**src/rtl/conv2_sched.sv**
```systemverilog
// conv2_sched: walks every output window of a 2-D convolution, issuing tap reads, MAC strobes and output writes
module conv2_sched #(
   parameter int SIZE    = 320,
   parameter int SIZEKer = 3,
   localparam int OUT = SIZE - SIZEKer + 1,
   localparam int AW  = (SIZE > 1) ? $clog2(SIZE) : 1,
   localparam int KW  = (SIZEKer > 1) ? $clog2(SIZEKer) : 1
) (
   input  logic          clock,
   input  logic          nreset,
   input  logic          start,
   input  logic          stall,
   output logic          busy,
   output logic          done,
   output logic          rd_en,
   output logic [AW-1:0] img_row,
   output logic [AW-1:0] img_col,
   output logic [KW-1:0] ker_row,
   output logic [KW-1:0] ker_col,
   output logic          acc_clr,
   output logic          acc_en,
   output logic          wr_en,
   output logic [AW-1:0] out_row,
   output logic [AW-1:0] out_col
);
   if (SIZEKer < 1 || SIZEKer > SIZE) begin : g_bad_ker
      $error("conv2_sched: SIZEKer must be in 1..SIZE");
   end
   localparam logic [KW-1:0] KMAX = KW'(SIZEKer - 1);
   localparam logic [AW-1:0] OMAX = AW'(OUT - 1);
   typedef enum logic [1:0] {S_IDLE, S_RUN, S_DRAIN, S_DONE} state_t;
   state_t st, nxt;
   logic [AW-1:0] oy, ox, s1_oy, s1_ox;
   logic [KW-1:0] kr, kc;
   logic s1_v, s1_clr, s1_last, s2_v;
   logic go, adv, last_kc, last_tap, last_ox, last_all;
   assign go       = (st == S_IDLE || st == S_DONE) && start;
   assign adv      = st == S_RUN && !stall;
   assign last_kc  = kc == KMAX;
   assign last_tap = last_kc && kr == KMAX;
   assign last_ox  = ox == OMAX;
   assign last_all = last_tap && last_ox && oy == OMAX;
   always_ff @(posedge clock or negedge nreset)
      if (!nreset) st <= S_IDLE;
      else st <= nxt;
   always_comb begin
      nxt = st;
      if (go) nxt = S_RUN;
      else if (adv && last_all) nxt = S_DRAIN;
      else if (st == S_DRAIN && !stall && !s1_v) nxt = S_DONE;
   end
   // kc runs fastest, then kr, ox, oy; counters park on the final tap of the pass
   always_ff @(posedge clock or negedge nreset) begin
      if (!nreset) begin
         oy <= '0;
         ox <= '0;
         kr <= '0;
         kc <= '0;
      end else if (go) begin
         oy <= '0;
         ox <= '0;
         kr <= '0;
         kc <= '0;
      end else if (adv && !last_all) begin
         kc <= last_kc ? '0 : kc + 1'b1;
         kr <= !last_kc ? kr : last_tap ? '0 : kr + 1'b1;
         ox <= !last_tap ? ox : last_ox ? '0 : ox + 1'b1;
         oy <= last_tap && last_ox ? oy + 1'b1 : oy;
      end
   end
   always_ff @(posedge clock or negedge nreset) begin
      if (!nreset) begin
         s1_v    <= 1'b0;
         s1_clr  <= 1'b0;
         s1_last <= 1'b0;
         s1_oy   <= '0;
         s1_ox   <= '0;
         s2_v    <= 1'b0;
         out_row <= '0;
         out_col <= '0;
      end else if (!stall) begin
         s1_v    <= adv;
         s1_clr  <= kr == '0 && kc == '0;
         s1_last <= last_tap;
         s1_oy   <= oy;
         s1_ox   <= ox;
         s2_v    <= s1_v && s1_last;
         if (s1_v && s1_last) begin
            out_row <= s1_oy;
            out_col <= s1_ox;
         end
      end
   end
   assign busy    = st == S_RUN || st == S_DRAIN;
   assign done    = st == S_DONE;
   assign rd_en   = adv;
   assign img_row = oy + AW'(kr);
   assign img_col = ox + AW'(kc);
   assign ker_row = kr;
   assign ker_col = kc;
   assign acc_en  = s1_v && !stall;
   assign acc_clr = s1_v && s1_clr && !stall;
   assign wr_en   = s2_v && !stall;
endmodule
```
**config.mk**
```make
export PLATFORM = sky130hd
export DESIGN_NAME = conv2_sched
export DESIGN_NICKNAME = d
export VERILOG_FILES = /design/src/rtl/conv2_sched.sv
export SDC_FILE = /design/constraint.sdc
export NUM_CORES = 1
export LEC_CHECK = 0
export ABC_AREA = 1
export ABC_CLOCK_PERIOD_IN_PS = 2140
export CORE_UTILIZATION = 54
export DETAILED_ROUTE_END_ITERATION = 10
export PLACE_DENSITY = 0.85
export SLEW_MARGIN = 25
export SYNTH_ARGS = -nofsm -noshare
export SYNTH_HDL_FRONTEND = slang
export SYNTH_SLANG_ARGS = --single-unit
```
**constraint.sdc**
```tcl
create_clock -name clock -period 2.14 [get_ports clock]
set_clock_uncertainty 0.05 [all_clocks]
set_input_delay 0.214 -clock clock [delete_from_list [all_inputs] [get_ports clock]]
set_output_delay 0.214 -clock clock [all_outputs]
set_load 0.1 [all_outputs]
```
==> results summary, run 1 <==
The critical path capture point type is a primary output. The number of global-route vias before repair is 2930. The worst path buffer plus inverter count is 2.

The required time reported for the critical path endpoint is 1880 ps. In the routed design, unresolved DRC markers number 0. The final reports fail on negative setup slack.

The arrival time of the worst setup path is 2010 ps. The number of antenna repair diodes came out at 0. Setup total negative slack on the finished layout was measured at -797 ps. The share of layout cells above drive strength 1 is 0.371.

TritonCTS built the clock tree. The total via count in the routed design came out at 3217. The clock drives 64 sinks. The maximum clock frequency is 0.440 GHz. Among all flip-flop cells after synthesis, the most frequent one is sky130_fd_sc_hd__dfrtp_1. The max-slew violation count was 0. The pre-CTS worst setup slack came out at 54.2 ps.

In this run the critical register-to-register path is launched from ker_row[0]. The area of the mapped netlist came out at 0.00342 mm². The routed wirelength normalized by instance count came out at 18.2 µm. The core outline area came out at 0.00603 mm².

By area the synthesized netlist is led by sky130_fd_sc_hd__dfrtp_1 47%, sky130_fd_sc_hd__nand2_1 12%, sky130_fd_sc_hd__mux2_2 5.6%. The cell count after synthesis came out at 404. The final estimated routing congestion in global placement is 0.876. Setup repair after global routing could not meet its margin everywhere. The critical path is of the flop to primary output type. In this run the worst hold path is classified as input port to asynchronous set/reset pin. The average instance area after synthesis came out at 8.46 µm².

The final layout net count came out at 500. The worst pin sits at a relative slew slack of 0.712. The height of the chip came out at 81.6 µm. The post-synthesis register bit count came out at 64.

The largest vdd supply drop is 1970 µV. The pin count of the biggest net entering global routing came out at 55. The highest net fanout along the worst path is 3. Tracing the worst setup path back leads to its startpoint at ker_row[0]. The overall global routing resource usage is 0.307.

The final period demand of the worst path is 2270 ps. The kind of cell with the highest combined delay along the critical path is adder cells. Counting every net in the synthesized netlist gives 421. For this run, the number of Yosys warnings is 0. The CTS H-tree depth is 3.

The initial cell density of the core is 0.567. The final-report hold violation count came out at 0. The critical path's largest stage delay came out at 430 ps.

Walking the worst path, the cells encountered are ha_4 -> inv_2 -> fa_2 -> nor2_4 -> nand2_2 -> xor2_4 -> buf_12. The global-route wire length before repair came out at 15.0 mm. For this run, asynchronously set or reset flops after synthesis account for 1.00. The minimum setup slack in the final design came out at -132 ps. The distinct cell type count after synthesis is 26. After clock tree synthesis, the clock-pin slew on the worst setup and hold paths is 80 ps.

The final cycle utilization of the critical path is 1.06. The DRC marker count from the first detailed-route iteration came out at 243. The flow ran to the end, but the final reports show violations.

STA classifies the critical path startpoint as a flop. The total wire length came out at 10.2 mm. Among all stages on the critical path, the largest delay is contributed by sky130_fd_sc_hd__dfrtp_4. After detailed routing, the number of vias per cell comes to 5.71. The clock reaches the later pin of the worst-skew pair after 350 ps. The die boundary width is 81.6 µm.

The worst-case clock buffer depth came out at 2. The global route total overflow came out at 0. The transition time of the tightest slew-check pin is 430 ps.

In this run the power density over the cells is 1300 mW/mm². Compared with the post-synthesis result, the final layout area differs by 50.2%. The die covers 0.00665 mm². The cell taking the most area after synthesis is sky130_fd_sc_hd__dfrtp_1.

The number of antenna violations at the first check in global routing is 0. The sequential cell area fraction in the yosys report came out at 0.469. The number of max-capacitance violations reported came out at 0. The detailed-placement wirelength estimate is 6.12 mm.

The cell row count came out at 28. The number of ports placed on the die boundary is 50. Buffers placed on the I/O ports in this run total 49. The share of synthesized area in the top cell type comes to 0.469. In this run the clock root is driven by a sky130_fd_sc_hd__clkbuf_8.

The count of final setup violators is 10. The number of nets still failing antenna checks after routing came out at 0. The number of clock buffers inserted by TritonCTS is 9. The number of iterations in the first detailed-routing pass is 5. The leakage power figure came out at 2.41 nW. The number of synthesized flops with an enable pin is 0.
[state kept, by name (all words and copies together) (netlist names)]
signal   flops
s1_v         1
s1_oy        9
ker_col      2
oy           9
ox           9
ker_row      2
s1_last      1
s1_ox        9
st           2
out_row      9
out_col      9
s1_clr       1
s2_v         1
[power breakdown]
| group | switching (mW) | internal, mW | leakage, nW | total (mW) |
|---|---|---|---|---|
| Combinational | 2.54 | 1.26 | 1.45 | 3.81 |
| Clock | 0.518 | 0.691 | 0.105 | 1.21 |
| Sequential | 0.202 | 1.43 | 0.855 | 1.63 |
[synthesized netlist by cell type (2+ instances only)]
cell type                  count
sky130_fd_sc_hd__nand2_1     108
sky130_fd_sc_hd__dfrtp_1      64
sky130_fd_sc_hd__nor2_1       40
sky130_fd_sc_hd__inv_1        36
sky130_fd_sc_hd__nand3_1      32
sky130_fd_sc_hd__o21ai_0      24
sky130_fd_sc_hd__mux2_2       17
sky130_fd_sc_hd__xor2_1       14
sky130_fd_sc_hd__ha_1         11
sky130_fd_sc_hd__a21oi_1       9
sky130_fd_sc_hd__buf_2         9
sky130_fd_sc_hd__clkbuf_1      6
sky130_fd_sc_hd__xnor2_1       5
sky130_fd_sc_hd__inv_2         4
sky130_fd_sc_hd__nand2_2       4
sky130_fd_sc_hd__nor3_1        4
sky130_fd_sc_hd__nand4_1       3
sky130_fd_sc_hd__nor2_2        3
sky130_fd_sc_hd__fa_1          2
sky130_fd_sc_hd__nand2_4       2
sky130_fd_sc_hd__o21ai_1       2
[layout make-up]
type | instances | area, µm²
Clock buffer | 10 | 138
Sequential cell | 64 | 1620
Fill cell | 299 | 891
Multi-Input combinational cell | 283 | 2050
Timing Repair Buffer | 85 | 978
Tap cell | 75 | 93.8
Inverter | 40 | 160
Clock inverter | 6 | 91.3
[cells by family (layout without fill, tap and decap cells)]
family | Yosys count | in the layout | synth area share
AND/OR/NAND/NOR | 199 | 199 | 0.254
AO/OA/AOI/OAI | 35 | 35 | 0.0512
flip-flops | 64 | 64 | 0.469
buffers and inverters | 57 | 141 | 0.0692
XOR/XNOR | 19 | 19 | 0.0487
adder cells (fa/ha/maj) | 13 | 13 | 0.0520
multiplexers | 17 | 17 | 0.0560
[placed cells by master, fill, tap and decap left out, drive strengths merged]
master and instances:
nand3 33, clkdlybuf4s50 2, fa 2, nor3 4, xor2 14, bufinv 2, clkbuf 10, ha 11
dlygate4sd3 1, a21oi 9, mux2 17, o21ai 26, clkinvlp 5, inv 39, nor2 44, buf 82
nand2 115, xnor2 5, nand4 3, dfrtp 64
[per-stage QoR]
stage	cell area [µm²]	hold slack [ps]	util	power [mW]	instances
6_report	5130	232	0.852	6.65	563
5_1_grt	5130	258	0.852	6.85	563
4_1_cts	5030	226	0.835	6.43	559
3_5_place_dp	4670	64.4	0.775	5.08	529
3_3_place_gp	4670	55.7	0.775	5.02	529
2_1_floorplan	3850	-132	-	4.15	404
[what timing repair did]
| item | CTS | global route |
|---|---|---|
| hold buffers | 1 | 0 |
| pin swaps | 12 | 12 |
| gates cloned | 0 | 0 |
| endpoints found under the hold margin | 10 | 0 |
| setup endpoints to repair | 10 | 33 |
| resized for setup | 5 | 16 |
| setup buffers | 13 | 4 |
[worst paths after layout]
path,endpoint,depth (start not counted),slack [ps]
max,img_row[8],7,-130
min in group clock,s1_oy[5],2,440
max in group asynchronous,ker_col[1],3,1220
max reg2reg,ox[3],11,60
min,out_row[6],2,230
min reg2reg,s1_oy[5],2,440
[routing by layer]
| metal | global-route usage | vias up | wire, µm |
|---|---|---|---|
| li1 | - | 1429 | - |
| met1 | 0.415 | 1552 | 4110 |
| met2 | 0.482 | 196 | 4940 |
| met3 | 0.0500 | 40 | 787 |
| met4 | 0.141 | 0 | 404 |
| met5 | 0 | - | 0 |
(Power assumes the default switching activity.)
==> inputs of run 2 (changes only) <==
--- a/config.mk
+++ b/config.mk
@@ -9,7 +9,9 @@
 export ABC_CLOCK_PERIOD_IN_PS = 2140
 export CORE_UTILIZATION = 54
 export DETAILED_ROUTE_END_ITERATION = 10
+export GPL_ROUTABILITY_DRIVEN = 0
 export PLACE_DENSITY = 0.85
+export SKIP_CTS_REPAIR_TIMING = 1
 export SLEW_MARGIN = 25
 export SYNTH_ARGS = -nofsm -noshare
 export SYNTH_HDL_FRONTEND = slang
==> run 2 against run 1 <==
Compared with the run above: the flow still finishes with violations (negative setup slack); clock-buffer cell count unchanged; maximum frequency decreased by 2.5%; highest routed layer unchanged; largest cell class unchanged; sequential cell count unchanged; hold slack got worse by 6.4 ps; largest power group unchanged; critical endpoint unchanged.
==> results summary, run 2 (synthesis gave the netlist of run 1 again) <==
The flow ran to the end, but the final reports show violations. The final reports fail on negative setup slack. The areal power density over the cells is 1280 mW/mm².

The clock-pin slew reported for the worst setup and hold paths after clock tree synthesis is 80 ps. After detailed routing, the number of vias per cell comes to 5.46. The terminus of the critical flop-to-flop path is ox[3]. Leaving out fill and tap cells, the most frequent cell in the layout is sky130_fd_sc_hd__nand2_1. Headroom to the max-slew limit came out at 0.627.

From left edge to right edge, the die measures 81.6 µm. The startpoint of the worst-slack reg-to-reg timing path is ox[1]. Buffers placed on the I/O ports in this run total 49.

The leakage power figure is 2.35 nW. The core outline area is 0.00603 mm². The CTS H-tree depth came out at 3. TritonCTS built the clock tree.

The final cycle utilization of the critical path is 1.09. The total clock sinks is 64. The largest vdd supply drop is 1350 µV. The setup slack of the worst register-to-register path came out at 90 ps. The minimum setup slack in the final design is -189 ps.

Fill cells in the final layout number 315. The die footprint is 0.00665 mm². The highest net fanout along the worst path is 6. The count of cells along the worst register-to-register path came out at 12. Counting I/O delays and the setup requirement, the final critical path takes 2330 ps. The number of antenna repair diodes came out at 0. The share of layout cells above drive strength 1 came out at 0.357. Static timing analysis puts the maximum clock frequency at 0.429 GHz. The final layout net count came out at 496. The number of nets still failing antenna checks after routing came out at 0. After detailed routing, the average wire length per cell comes to 16.5 µm. The initial utilization of the core area, before any placement, comes to 0.567.

Clock latency on the worst-skew pair, taken at its later pin, is 350 ps. The cell row count is 28. The detailed-placement wirelength estimate is 6.22 mm. In this run, the number of DRC markers left after iteration 0 of detailed routing was 198. The pin count of the biggest net entering global routing is 36. In this run the vertical extent of the chip is 81.6 µm.

The number of global-route vias before repair is 2827. The number of iterations in the first detailed-routing pass is 5. STA classifies the critical path endpoint as a primary output.

The arrival time of the worst setup path came out at 2070 ps. The pre-CTS worst setup slack came out at 80.3 ps. In the layout the commonest cells are 105 x sky130_fd_sc_hd__nand2_1, 58 x sky130_fd_sc_hd__dfrtp_1, 51 x sky130_fd_sc_hd__buf_4, 33 x sky130_fd_sc_hd__nor2_1, 32 x sky130_fd_sc_hd__inv_1.

The number of antenna violations at the first check in global routing was 0. The area added between synthesis and finish is 47.3%. Setup repair after global routing could not meet its margin everywhere. The worst-case clock buffer depth is 2.

The path type of the worst min-delay path is input port to asynchronous set/reset pin. For the pin with the worst max-slew slack, the measured transition is 558 ps. The required time reported for the critical path endpoint is 1880 ps.

The routed layout has 3054 vias. The final-report hold violation count is 0. The first global-routing pass estimated 13.7 mm of wire. The cell sitting at the root of the clock tree is a sky130_fd_sc_hd__clkbuf_8. The global route total overflow came out at 0. The number of ports placed on the die boundary is 50. The number of clock buffers inserted by TritonCTS is 9.

The post-route DRC violation count is 0. The max-slew violation count came out at 0. Setup violations remaining at the end of the flow were counted as 10. The total power is 6.45 mW. The overall global routing resource usage is 0.280. The setup path with the least slack is of type flop to primary output.

The number of max-capacitance violations reported is 0. The total wire length is 9.24 mm. STA classifies the critical path startpoint as a flop.
[run 2: changes by cell type in the layout (fill, tap and decap cells not counted), moves of 2 or more]
cell                      before  now
sky130_fd_sc_hd__buf_6         6    3
sky130_fd_sc_hd__buf_12       25   23
sky130_fd_sc_hd__nand2_1     102  105
sky130_fd_sc_hd__nand2_2       8    6
[run 2: worst max path at each step]
stage,start,end,slack (ps),cells after the start
5_1_grt,ker_row[0],img_row[8],-240,7
3_3_place_gp,ker_row[0],img_row[8],130,7
3_5_place_dp,ker_row[0],img_row[8],80,7
2_1_floorplan,ker_col[0],img_col[8],-330,6
6_report,ker_row[0],img_row[8],-190,7
4_1_cts,ker_row[0],img_row[8],-290,7
[run 2: final cells by class]
cell class                      count  area (µm²)  share of cell area
Multi-Input combinational cell    283        2020               0.402
Sequential cell                    64        1620               0.321
Timing Repair Buffer               81         912               0.181
Inverter                           40         158              0.0313
Clock buffer                       10         138              0.0273
Tap cell                           75        93.8              0.0186
Clock inverter                      6        91.3              0.0181
[run 2: metal layers]
metal,wire (µm),share of wire,GRT usage,vias to the layer above
met5,0,0,0,-
li1,-,-,-,1428
met4,204,0.022,0.109,0
met3,578,0.063,0.0300,26
met1,3900,0.42,0.390,1462
met2,4550,0.49,0.451,138
[run 2: where the power goes]
part / internal [mW] / switching [mW] / total, mW
combinational: 1.16 / 2.41 / 3.58
clock: 0.692 / 0.522 / 1.21
sequential: 1.43 / 0.230 / 1.66
[run 2: critical path, stage by stage, from the launching register on]
cell and delay, ps:
sky130_fd_sc_hd__dfrtp_4 470, sky130_fd_sc_hd__ha_4 150, sky130_fd_sc_hd__inv_2 40, sky130_fd_sc_hd__fa_2 360, sky130_fd_sc_hd__nor2_4 150, sky130_fd_sc_hd__nand2_2 120, sky130_fd_sc_hd__xor2_4 230, sky130_fd_sc_hd__buf_12 200
[run 2: per-stage QoR]
step | setup TNS (ps) | cell area (µm²) | hold WS [ps] | instances | utilization
2_1_floorplan | -1690 | 3850 | -132 | 404 | -
3_3_place_gp | 0 | 4670 | 49.1 | 531 | 0.775
3_5_place_dp | 0 | 4670 | 55.7 | 531 | 0.775
4_1_cts | -1550 | 4900 | -311 | 547 | 0.813
5_1_grt | -1830 | 5040 | 268 | 559 | 0.836
6_report | -1200 | 5040 | 226 | 559 | 0.836
==> inputs of run 3 (changes only) <==
--- a/config.mk
+++ b/config.mk
@@ -6,11 +6,12 @@
 export NUM_CORES = 1
 export LEC_CHECK = 0
 export ABC_AREA = 1
-export ABC_CLOCK_PERIOD_IN_PS = 2140
-export CORE_UTILIZATION = 54
+export ABC_CLOCK_PERIOD_IN_PS = 2750
+export CORE_UTILIZATION = 61
+export CTS_BUF_LIST = sky130_fd_sc_hd__clkbuf_4 sky130_fd_sc_hd__clkbuf_8
 export DETAILED_ROUTE_END_ITERATION = 10
 export GPL_ROUTABILITY_DRIVEN = 0
-export PLACE_DENSITY = 0.85
+export PLACE_DENSITY = 0.94
 export SKIP_CTS_REPAIR_TIMING = 1
 export SLEW_MARGIN = 25
 export SYNTH_ARGS = -nofsm -noshare
==> constraint.sdc (replaced) <==
create_clock -name clock -period 2.75 [get_ports clock]
set_clock_uncertainty 0.05 [all_clocks]
set_input_delay 0.275 -clock clock [delete_from_list [all_inputs] [get_ports clock]]
set_output_delay 0.275 -clock clock [all_outputs]
set_load 0.1 [all_outputs]
==> run 3 against run 2 <==
Compared with the run above: first-iteration DRC count up 87%; setup slack better by 140 ps; register-to-register slack better by 530 ps; global-route usage up 8.6 points; clock-buffer cell count up 1; sequential power down 22%; the run still ends with negative setup slack left; die area down 11%.
==> results summary, run 3 (synthesis gave the netlist of run 1 again) <==
The path type of the worst min-delay path is input port to asynchronous set/reset pin. The cell row count is 26. The count of final setup violators came out at 1. The number of antenna repair diodes came out at 0.

The final worst hold slack is 388 ps. The number of filler cells placed in the layout is 231. The wire length on met3 came out at 1.06 mm.

The die is 76.9 µm tall. The total power came out at 4.50 mW. The final-report hold violation count is 0.

The checks that failed: negative setup slack. The max-slew violation count is 0. For the finished layout, the period the worst path requires is 2800 ps. Across all register-to-register paths, the minimum setup slack is 620 ps. Once detailed placement completed, the half-perimeter wirelength came to 6.34 mm.

The core outline area came out at 0.00524 mm². The global-route wire length before repair is 16.3 mm. STA puts the critical path data arrival time at 2480 ps. The final layout net count came out at 473.

Signal routing reaches up to met4. The worst-case clock buffer depth is 2. The worst setup path is of the flop to primary output kind. The worst register-to-register path begins at ox[1]. Dividing the final minimum period by the clock period gives 1.02. The relative slew slack is 0.602. The run finished, with violations left.

The number of antenna violations at the first check in global routing is 0. Entering global routing, the biggest net connects 44 pins. For the worst flop-to-flop path, the logic depth is 12.

During placement, the flow inserted port buffers numbering 49. The startpoint class of the critical path is a flop. The number of ports placed on the die boundary is 50. The wire length on met1 is 3.82 mm. The leakage power figure is 2.21 nW. VDD sags by at most 863 µV. The total wire length came out at 10.5 mm.

The area added between synthesis and finish came out at 31.4%. The tree built by TritonCTS fans out to 64 sinks. The clock latency reported for the late side of the worst-skew pair came out at 340 ps. Clock tree synthesis inserted a total of 9 buffers. The areal power density over the cells is 1000 mW/mm². The met2 routed wirelength is 4.87 mm. The root buffer cell chosen for the clock tree is sky130_fd_sc_hd__clkbuf_8. In the final layout, the share of cells above drive strength 1 is 0.275. The number of nets still failing antenna checks after routing came out at 0. STA classifies the critical path endpoint as a primary output. In this run the critical register-to-register path is captured at ox[1].

The TritonCTS clock tree is yes. Of all nets on the critical path, the largest fanout is 5. The commonest non-fill, non-tap cell in the layout is sky130_fd_sc_hd__nand2_1. Dividing the detail-routed wire length by the instance count gives 19.9 µm. The transition time of the tightest slew-check pin is 593 ps.

The maximum clock frequency came out at 0.357 GHz. The DRC marker count from the first detailed-route iteration is 370. In the layout the commonest cells are 108 x sky130_fd_sc_hd__nand2_1, 58 x sky130_fd_sc_hd__dfrtp_1, 40 x sky130_fd_sc_hd__nor2_1, 36 x sky130_fd_sc_hd__inv_1, 36 x sky130_fd_sc_hd__buf_4. The total area of sequential cells came out at 0.00161 mm².

The detailed router placed 3287 vias in this run. The area taken by multi-input logic gates came out at 0.00178 mm². The post-route DRC violation count came out at 0. The via count normalized by instance count is 6.19. The number of max-capacitance violations reported is 0.

Global routing finished with a remaining overflow of 0. Across every metal layer, demand over resource in global routing totals 0.367. The final standard cell utilization of the core is 0.858. The required time reported for the critical path endpoint came out at 2420 ps. The number of global-route vias before repair came out at 3281. The number of iterations in the first detailed-routing pass came out at 5. The initial cell density of the core came out at 0.653. The CTS H-tree depth is 3. The clock-pin slew reported for the worst setup and hold paths after clock tree synthesis came out at 80 ps. The die footprint came out at 0.00591 mm². The die boundary width came out at 76.9 µm. The minimum setup slack in the final design is -52.5 ps.
==> run 3: how the worst max path moves through the flow <==
stage | startpoint | to | slack [ps] | cells past startpoint
after floorplan | ker_col[0] | img_col[8] | -110 | 6
after global placement | oy[0] | img_row[6] | 510 | 7
after detailed placement | oy[0] | img_row[6] | 370 | 7
after CTS | oy[0] | img_row[6] | -3 | 7
after global routing | oy[1] | img_row[7] | -120 | 7
final | oy[1] | img_row[7] | -50 | 7
==> run 3: where the power goes <==
| part | internal, mW | switching [mW] |
|---|---|---|
| combinational | 0.587 | 1.78 |
| clock | 0.452 | 0.387 |
| sequential | 1.10 | 0.187 |
| total | 2.14 | 2.36 |
==> run 3: metal layers <==
layer | GRT usage | vias up
met4 | 0.237 | 0
li1 | - | 1376
met5 | 0 | -
met2 | 0.605 | 287
met1 | 0.432 | 1534
met3 | 0.0810 | 90
==> run 3: layout make-up <==
cell class / count / share of cell area
Clock inverter: 5 / 0.0125
Inverter: 40 / 0.0334
Sequential cell: 64 / 0.359
Tap cell: 70 / 0.0195
Timing Repair Buffer: 58 / 0.148
Multi-Input combinational cell: 283 / 0.395
Clock buffer: 11 / 0.0323
==> run 3: worst max-delay path: stages, from the launching register on <==
cell                      delay, ps
sky130_fd_sc_hd__dfrtp_1        450
sky130_fd_sc_hd__ha_1           300
sky130_fd_sc_hd__a21oi_1         70
sky130_fd_sc_hd__nor2_1         320
sky130_fd_sc_hd__nand3_1        230
sky130_fd_sc_hd__nor2_1         350
sky130_fd_sc_hd__xor2_4         210
sky130_fd_sc_hd__buf_12         200
==> run 3: stage by stage <==
step	std cells	setup slack (ps)	cell area [µm²]	setup TNS, ps
after floorplan	404	-112	3610	-231
after global placement	513	512	4260	0
after CTS	529	-3.01	4470	-3.01
after global routing	531	-121	4490	-144
after detailed placement	513	373	4260	0
final	531	-52.5	4490	-52.5
